===== config.mk =====
export PLATFORM = sky130hd
export DESIGN_NAME = esfa_cmd_arbiter
export DESIGN_NICKNAME = d
export VERILOG_FILES = /design/src/rtl/esfa_pkg.sv /design/src/rtl/esfa_rr_arb2.sv /design/src/rtl/esfa_cmd_arbiter.sv
export SDC_FILE = /design/constraint.sdc
export NUM_CORES = 1
export LEC_CHECK = 0
export BUFFER_PORTS_ARGS = -buffer_cell sky130_fd_sc_hd__buf_2
export CORE_AREA = 2 2 85 87
export CTS_CLUSTER_DIAMETER = 50
export DETAILED_ROUTE_END_ITERATION = 8
export DIE_AREA = 0 0 87 89
export MAX_ROUTING_LAYER = met4
export PLACE_DENSITY = 0.8
export SETUP_SLACK_MARGIN = 0.1
export SLEW_MARGIN = 30
export SYNTH_ARGS = -nofsm -noshare
export SYNTH_HDL_FRONTEND = slang
export SYNTH_SLANG_ARGS = --single-unit

===== constraint.sdc =====
create_clock -name clk -period 2.85 [get_ports clk]
set_clock_uncertainty 0.2 [all_clocks]
set_input_delay 0.1425 -clock clk [delete_from_list [all_inputs] [get_ports clk]]
set_output_delay 0.1425 -clock clk [all_outputs]
set_load 0.005 [all_outputs]

===== src/rtl/esfa_pkg.sv =====
// Shared definitions for the ESFA command arbiter: command/response field
// layout, reserved-bit handling and FSM state encoding.
package esfa_pkg;

    localparam int CMD_W           = 48;
    localparam int RSP_W           = 48;
    localparam int FIELD_W         = 8;

    localparam int CMD_WILLWRITE_BIT = 0;
    localparam int CMD_INDEX_LSB     = 8;
    localparam int CMD_VALUE_LSB     = 16;
    localparam int CMD_META_LSB      = 24;
    localparam int CMD_ISMETA_BIT    = 32;
    localparam int CMD_SEL_LSB       = 40;

    // Bits [7:1] and [39:33] are reserved and never reach the datapath.
    localparam logic [CMD_W-1:0] CMD_RSVD_MASK = 48'h00FE_0000_00FE;
    localparam logic [CMD_W-1:0] CMD_KEEP_MASK = ~CMD_RSVD_MASK;

    localparam int RSP_BOOL_LSB  = 0;
    localparam int RSP_VALUE_LSB = 8;
    localparam int RSP_CAPT_W    = 16;

    typedef enum logic [1:0] {
        ST_IDLE  = 2'd0,
        ST_ISSUE = 2'd1,
        ST_WAIT  = 2'd2,
        ST_RESP  = 2'd3
    } esfa_state_e;

    function automatic logic [CMD_W-1:0] esfa_clear_rsvd(input logic [CMD_W-1:0] cmd);
        return cmd & CMD_KEEP_MASK;
    endfunction

endpackage


===== src/rtl/esfa_rr_arb2.sv =====
// Two-way round-robin grant: a lone requester always wins, a tie goes to the
// requester that was not granted last.
module esfa_rr_arb2
    import esfa_pkg::*;
(
    input  logic valid0_i,
    input  logic valid1_i,
    input  logic last_grant_i,
    output logic gnt_valid_o,
    output logic gnt_id_o
);

    // Grant selection from current valids and the previous winner.
    always_comb begin
        gnt_valid_o = 1'b0;
        gnt_id_o    = 1'b0;
        if (valid0_i && valid1_i) begin
            gnt_valid_o = 1'b1;
            gnt_id_o    = ~last_grant_i;
        end else if (valid1_i) begin
            gnt_valid_o = 1'b1;
            gnt_id_o    = 1'b1;
        end else if (valid0_i) begin
            gnt_valid_o = 1'b1;
            gnt_id_o    = 1'b0;
        end else begin
            gnt_valid_o = 1'b0;
            gnt_id_o    = 1'b0;
        end
    end

endmodule


===== src/rtl/esfa_cmd_arbiter.sv =====
// Arbitrates two 48-bit command requesters onto one ESFA datapath, one
// transaction in flight, and returns the captured 16-bit result to the owner.
module esfa_cmd_arbiter
    import esfa_pkg::*;
#(
    parameter int unsigned RESP_LATENCY = 2
) (
    input  logic             clk,
    input  logic             rst,
    input  logic             req0_valid,
    output logic             req0_ready,
    input  logic [CMD_W-1:0] req0_data,
    input  logic             req1_valid,
    output logic             req1_ready,
    input  logic [CMD_W-1:0] req1_data,
    output logic [CMD_W-1:0] esfa_cmd,
    input  logic [RSP_W-1:0] esfa_rsp,
    output logic             rsp_valid,
    input  logic             rsp_ready,
    output logic             rsp_id,
    output logic [RSP_CAPT_W-1:0] rsp_data,
    output logic             busy
);

    esfa_state_e         state_q, state_d;
    logic [CMD_W-1:0]    esfa_cmd_q, esfa_cmd_d;
    logic                id_q, id_d;
    logic                last_q, last_d;
    logic [3:0]          cnt_q, cnt_d;
    logic [RSP_CAPT_W-1:0] rsp_data_q, rsp_data_d;
    logic                rsp_id_q, rsp_id_d;
    logic                ready0_s, ready1_s;
    logic                gnt_valid_s, gnt_id_s;
    logic [CMD_W-1:0]    gnt_data_s;
    logic                unused_rsp_s;

    assign unused_rsp_s = ^esfa_rsp[RSP_W-1:RSP_CAPT_W];

    esfa_rr_arb2 u_arb (
        .valid0_i     (req0_valid),
        .valid1_i     (req1_valid),
        .last_grant_i (last_q),
        .gnt_valid_o  (gnt_valid_s),
        .gnt_id_o     (gnt_id_s)
    );

    assign gnt_data_s = gnt_id_s ? req1_data : req0_data;

    // State register and datapath registers.
    always_ff @(posedge clk or posedge rst) begin
        if (rst) begin
            state_q    <= ST_IDLE;
            esfa_cmd_q <= 48'h0;
            id_q       <= 1'b0;
            last_q     <= 1'b1;
            cnt_q      <= 4'd0;
            rsp_data_q <= 16'h0;
            rsp_id_q   <= 1'b0;
        end else begin
            state_q    <= state_d;
            esfa_cmd_q <= esfa_cmd_d;
            id_q       <= id_d;
            last_q     <= last_d;
            cnt_q      <= cnt_d;
            rsp_data_q <= rsp_data_d;
            rsp_id_q   <= rsp_id_d;
        end
    end

    // Next-state logic; esfa_cmd_d defaults to zero so the command is only
    // presented during the single ISSUE cycle.
    always_comb begin
        state_d    = state_q;
        esfa_cmd_d = 48'h0;
        id_d       = id_q;
        last_d     = last_q;
        cnt_d      = cnt_q;
        rsp_data_d = rsp_data_q;
        rsp_id_d   = rsp_id_q;
        ready0_s   = 1'b0;
        ready1_s   = 1'b0;
        case (state_q)
            ST_IDLE: begin
                if (gnt_valid_s) begin
                    ready0_s   = ~gnt_id_s;
                    ready1_s   = gnt_id_s;
                    esfa_cmd_d = esfa_clear_rsvd(gnt_data_s);
                    id_d       = gnt_id_s;
                    state_d    = ST_ISSUE;
                end else begin
                    state_d    = ST_IDLE;
                end
            end
            ST_ISSUE: begin
                cnt_d   = 4'(RESP_LATENCY);
                state_d = ST_WAIT;
            end
            ST_WAIT: begin
                if (cnt_q <= 4'd1) begin
                    rsp_data_d = esfa_rsp[RSP_VALUE_LSB+FIELD_W-1:RSP_BOOL_LSB];
                    rsp_id_d   = id_q;
                    cnt_d      = 4'd0;
                    state_d    = ST_RESP;
                end else begin
                    cnt_d      = cnt_q - 4'd1;
                end
            end
            ST_RESP: begin
                if (rsp_ready) begin
                    last_d  = id_q;
                    state_d = ST_IDLE;
                end else begin
                    state_d = ST_RESP;
                end
            end
            default: begin
                state_d = ST_IDLE;
            end
        endcase
    end

    // Ready is combinational from valid, so reset must gate it directly.
    assign req0_ready = ready0_s & ~rst;
    assign req1_ready = ready1_s & ~rst;
    assign esfa_cmd   = esfa_cmd_q;
    assign rsp_valid  = (state_q == ST_RESP);
    assign rsp_id     = rsp_id_q;
    assign rsp_data   = rsp_data_q;
    assign busy       = (state_q != ST_IDLE);

endmodule


### After elaboration in Yosys (flattened, before gate mapping)

Cells that the tools add are included.

| storage, ports and cells | value |
|---|---|
| register bits | 73 |
| input bits | 149 |

| cells by class | value |
|---|---|
| add/subtract/negate cells | 1 |
| magnitude comparators | 1 |
| equality and inequality tests | 4 |
| mux-type cells | 18 |
| bitwise gates (word level) | 5 |
| reductions and logical operators | 7 |

Operator list:

| operator | number |
|---|---|
| 48-bit 2-to-1 mux | 3 |
| 1-bit 2-to-1 mux | 10 |
| 2-bit one-hot mux with 4 select lines | 1 |
| 4-bit one-hot mux with 2 select lines | 1 |
| 2-bit AND reduction | 3 |
| 2-bit equality test (second input constant) | 2 |
| 4-bit by 1-bit less-or-equal comparator with 1-bit output (second input constant) | 1 |
| 2-bit 2-to-1 mux | 2 |
| 4-bit 2-to-1 mux | 1 |
| 2-bit nonzero test | 2 |
| 4-bit by 1-bit subtractor with 4-bit output (second input constant) | 1 |
| 1-bit inverter | 3 |
| 1-bit AND | 2 |
| 2-bit by 1-bit equality test with 1-bit output (second input constant) | 1 |
| 2-bit logical NOT | 1 |
| 2-bit != test (second input constant) | 1 |
| 1-bit logical AND | 1 |

### Logic depth before layout (Yosys ltp)

| logic depth | value |
|---|---|
| depth in word-level cells | 6 |
| gate-level depth with buffers | 5 |
| mapped depth without buffers | 5 |

### Cells and area by module

Synthesis repeated with hierarchy kept, for this count alone.

| second synthesis, totals | value |
|---|---|
| cell total of the unflattened synthesis | 179 |
| area total of the unflattened synthesis | 2,486.1 µm² |

By module, submodules not included:

| module | instances | cells each | area an instance (µm²) |
|---|---|---|---|
| esfa_cmd_arbiter | 1 | 177 | 2,472.4 |
| esfa_rr_arb2 | 1 | 2 | 13.8 |

### Worst setup path before layout

Ideal clock, no wire load.

| timing | value |
|---|---|
| kind | reg2reg |
| start | register cnt_q[0] |
| end | register rsp_data_q[0], in the netlist rsp_data[0] |
| arrival time | 1.471 ns |
| data required time | 2.525 ns |
| slack | 1.053 ns |
| cell stages (with the launch flop) | 6 |
| buffers on the path | 1 |
| period minus slack after synthesis | 1.797 ns |
| cell sequence | dfrtp_1 -> inv_1 -> ha_1 -> o2111ai_4 -> buf_6 -> mux2_4 |

| between the ends | value |
|---|---|
| longest elaborated chain between the ends | 2 |

RTL lines:

| item | line | text |
|---|---|---|
| start: declaration | esfa_cmd_arbiter.sv:29 | `logic [3:0] cnt_q, cnt_d;` |
| start signal: assignment | esfa_cmd_arbiter.sv:64 | `cnt_q <= cnt_d;` |
| 4-bit by 1-bit less-or-equal comparator with 1-bit output | esfa_cmd_arbiter.sv:99 | `if (cnt_q <= 4'd1) begin` |
| 2-bit AND reduction (no source line) | -- |  |
| end signal: assignment | esfa_cmd_arbiter.sv:65 | `rsp_data_q <= rsp_data_d;` |
| end: declaration | esfa_cmd_arbiter.sv:30 | `logic [RSP_CAPT_W-1:0] rsp_data_q, rsp_data_d;` |

Every way passes these cells.
A chain may end at the register's enable or synchronous reset.

### Worst setup path after layout

| timing | value |
|---|---|
| start | register last_q |
| end | register esfa_cmd_q[28], in the netlist esfa_cmd[28] |

| between the ends | value |
|---|---|
| longest elaborated chain between the ends | 5 |

RTL lines:

| item | line | text |
|---|---|---|
| start: declaration | esfa_cmd_arbiter.sv:28 | `logic last_q, last_d;` |
| start signal: assignment | esfa_cmd_arbiter.sv:63 | `last_q <= last_d;` |
| 1-bit inverter | esfa_rr_arb2.sv:19 | `gnt_id_o = ~last_grant_i;` |
| 1-bit 2-to-1 mux | esfa_rr_arb2.sv:17 | `if (valid0_i && valid1_i) begin` |
| 48-bit 2-to-1 mux | esfa_cmd_arbiter.sv:47 | `assign gnt_data_s = gnt_id_s ? req1_data : req0_data;` |
| 48-bit 2-to-1 mux | esfa_cmd_arbiter.sv:84 | `if (gnt_valid_s) begin` |
| 48-bit 2-to-1 mux | esfa_cmd_arbiter.sv:82 | `case (state_q)` |
| named net esfa_cmd_d[28] | esfa_cmd_arbiter.sv:26 | `logic [CMD_W-1:0] esfa_cmd_q, esfa_cmd_d;` |
| end signal: assignment | esfa_cmd_arbiter.sv:61 | `esfa_cmd_q <= esfa_cmd_d;` |
| end: declaration | esfa_cmd_arbiter.sv:26 |  |

The timed path passes the listed nets, and every way through them passes these cells.

==> flow_summary.ini <==
[cells_and_area]
syn2layout_area_growth_pct = 67.0
insertedDiodeCount = 0
fill_cells = 489
fin_cells = 566
layout-drive-gt1-share = 0.383
seq_area_um2 = 1480
fin_nets = 637
multi_input_area_um2 = 1020

[placed_design]
dp_hpwl_mm = 4.80
place_inst = 465
gp_congestion = 0.812
io_buffers = 143

[setup_path]
r2r_slack_ps = 430
crit_chain = a21boi_2 > buf_4 > nand2_1 > a21oi_1 > dlygate4sd3_1
slowest_stage = dlygate4sd3_1
r2r-end = esfa_cmd[28]$_DFF_PP0_
reg2regPathDepth = 5
start_kind = register
critPathRequiredTime_ps = 2920
slowest_delay_ps = 590
critPathKind = register to register
r2r_start = last_q$_DFFE_PP1P_
cp_max_fo = 26
end_kind = register
crit_arrival_ps = 2490

[die]
initial_core_util = 0.393
die_x_um = 87
num_rows = 30
die_h_um = 89
core_um2 = 6720
io_pins = 218
die_area_um2 = 7740

[cts]
cts_sinks = 59
ctsHtreeMaxLevel = 3
cts_max_path_buffers = 2
cts_buffers = 9
clk_pin_slew_ps = 70
cts.repair.resized = 0
clk_latency_ps = 320
cts_tree = yes
cts-root-buf = clkbuf_8

[synthesis]
synth.ff_latch_count = 59
synth_cells = 251
ys.flop_type = dfrtp_1
seq_area_frac_synth = 0.559
yosysTopAreaCellShare = 0.550
synth.area.top_cells = dfrtp_1 55%, nand2_1 10%, a21oi_1 6.4%, mux2_4 5.7%, buf_4 4.0%
ys_types = 31
synth_edf_count = 0
synth_most_common_cell = nand2_1
synth_warnings = 0
avgSynthCellArea_um2 = 10.5
synthTopCellsByCount = 73 x nand2_1, 58 x dfrtp_1, 34 x a21oi_1, 14 x buf_4, 10 x mux2_4
async_flop_share = 1.00
synth_top_cell_by_area = dfrtp_1
syn_area_um2 = 2640

[grt]
grt_usage = 0.225
antenna_found_initial = 0
grt_pass1_wl_mm = 12.7
grt_remaining_overflow = 0
grt_max_degree = 44
first_global_vias = 2606

[drt]
vias_per_cell = 4.73
drc = 0
firstDrtPassIters = 4
wirelength_mm = 8.36
drtIter0Drc = 103
ant_nets = 0
vias = 2676
wire_per_inst_um = 14.8

[hold_path]
hp-class = input pin to register
holdPathStages = 4
hold_start = req1_valid
min_to = state_q[0]$_DFFE_PP0P_

[timing]
period_share = 0.849
slew_headroom = 0.420
drv_slew = 0
fmax_mhz = 413
post-route-min-period_ps = 2420
rsz0062_at_grt = false
setup_violations = 0
worst_pin_slew_ps = 870
setup_tns_ps = 0
final_hold_viol_count = 0

[power_and_ir_drop]
leakage_nw = 2.42
p_per_area_nw_per_um2 = 749
ir_worst_vdd_uv = 368

[outcome]
outcome = finished clean

[job]
max_cap_viol_count = 0
-- sequential cells by signal (all words and copies together), names as in the netlist --
signal    cells
esfa_cmd     34
cnt_q         4
rsp_id        1
last_q        1
id_q          1
rsp_data     16
state_q       2
-- worst max-delay path by stage --
stage	start	endpoint	cells past startpoint
3_5_place_dp	cnt_q[0]$_DFFE_PP0P_	rsp_data[6]$_DFFE_PP0P_	4
4_1_cts	state_q[1]$_DFFE_PP0P_	esfa_cmd[17]$_DFF_PP0_	6
5_1_grt	last_q$_DFFE_PP1P_	esfa_cmd[28]$_DFF_PP0_	5
2_1_floorplan	rst	cnt_q[0]$_DFFE_PP0P_	1
3_3_place_gp	cnt_q[0]$_DFFE_PP0P_	rsp_data[6]$_DFFE_PP0P_	4
6_report	last_q$_DFFE_PP1P_	esfa_cmd[28]$_DFF_PP0_	5
-- layer usage --
layer  global-route usage  vias to the layer above  wire (um)
li1                     -                     1259          -
met1                0.251                     1259       3210
met2                0.389                      136       4350
met3               0.0434                       22        573
met4                0.104                        0        227
met5                    -                        -          0
-- cells in the final DEF (no fill, tap or decap), drive strengths merged, types with 3 or more instances in the layout --
master	count
nand2	73
clkinv	3
clkbuf	10
ha	6
buf	146
o31ai	3
dfrtp	58
a21oi	34
nor2	3
conb	14
o21ai	3
mux2	18
inv	8
dlygate4sd3	86
-- final cells by class --
| cell class | count | share of cell area |
|---|---|---|
| clock buffers | 10 | 0.0289 |
| repair buffers | 232 | 0.363 |
| inverters | 9 | 0.00794 |
| flip-flops and latches | 59 | 0.335 |
| multi-input cells | 171 | 0.230 |
| clock inverters | 5 | 0.0125 |
| well taps | 80 | 0.0227 |
-- cell families (layout without fill, tap and decap cells) --
| family | after synthesis | in the layout | share of synthesized area |
|---|---|---|---|
| buf+inv | 34 | 256 | 0.0744 |
| compound gates | 48 | 48 | 0.112 |
| flops | 59 | 59 | 0.559 |
| fa+ha+maj | 6 | 6 | 0.0284 |
| simple gates | 83 | 83 | 0.126 |
| mux | 20 | 20 | 0.0985 |
| other cells | 1 | 14 | 0.00142 |
-- through the flow --
stage | utilization | worst slack (ps) | hold slack (ps) | total power, mW | area (um^2)
2_1_floorplan | - | 1050 | 73.2 | 1.90 | 2690
3_3_place_gp | 0.501 | 788 | 174 | 2.30 | 3370
3_5_place_dp | 0.501 | 755 | 177 | 2.36 | 3370
4_1_cts | 0.656 | 486 | 110 | 3.30 | 4410
5_1_grt | 0.656 | 289 | 153 | 3.53 | 4410
6_report | 0.656 | 431 | 109 | 3.30 | 4410
-- what timing repair did --
action,4_1_cts,5_1_grt
setup buffers,0,0
hold buffers,86,0
endpoints found under the hold margin,92,0
-- critical path, delay by kind of cell (launching register included) --
kind / cells / cell delay, ps
AO/OA/AOI/OAI: 2 / 670
buffers and inverters: 2 / 990
flip-flops: 1 / 380
AND/OR/NAND/NOR: 1 / 120
-- power by group --
group          total, mW  leakage (nW)  switching (mW)  internal, mW
clock              0.717        0.0881           0.321         0.396
sequential          1.26         0.755           0.138          1.12
combinational       1.33          1.58           0.600         0.725
No activity file was read; power rests on OpenSTA's default activity.
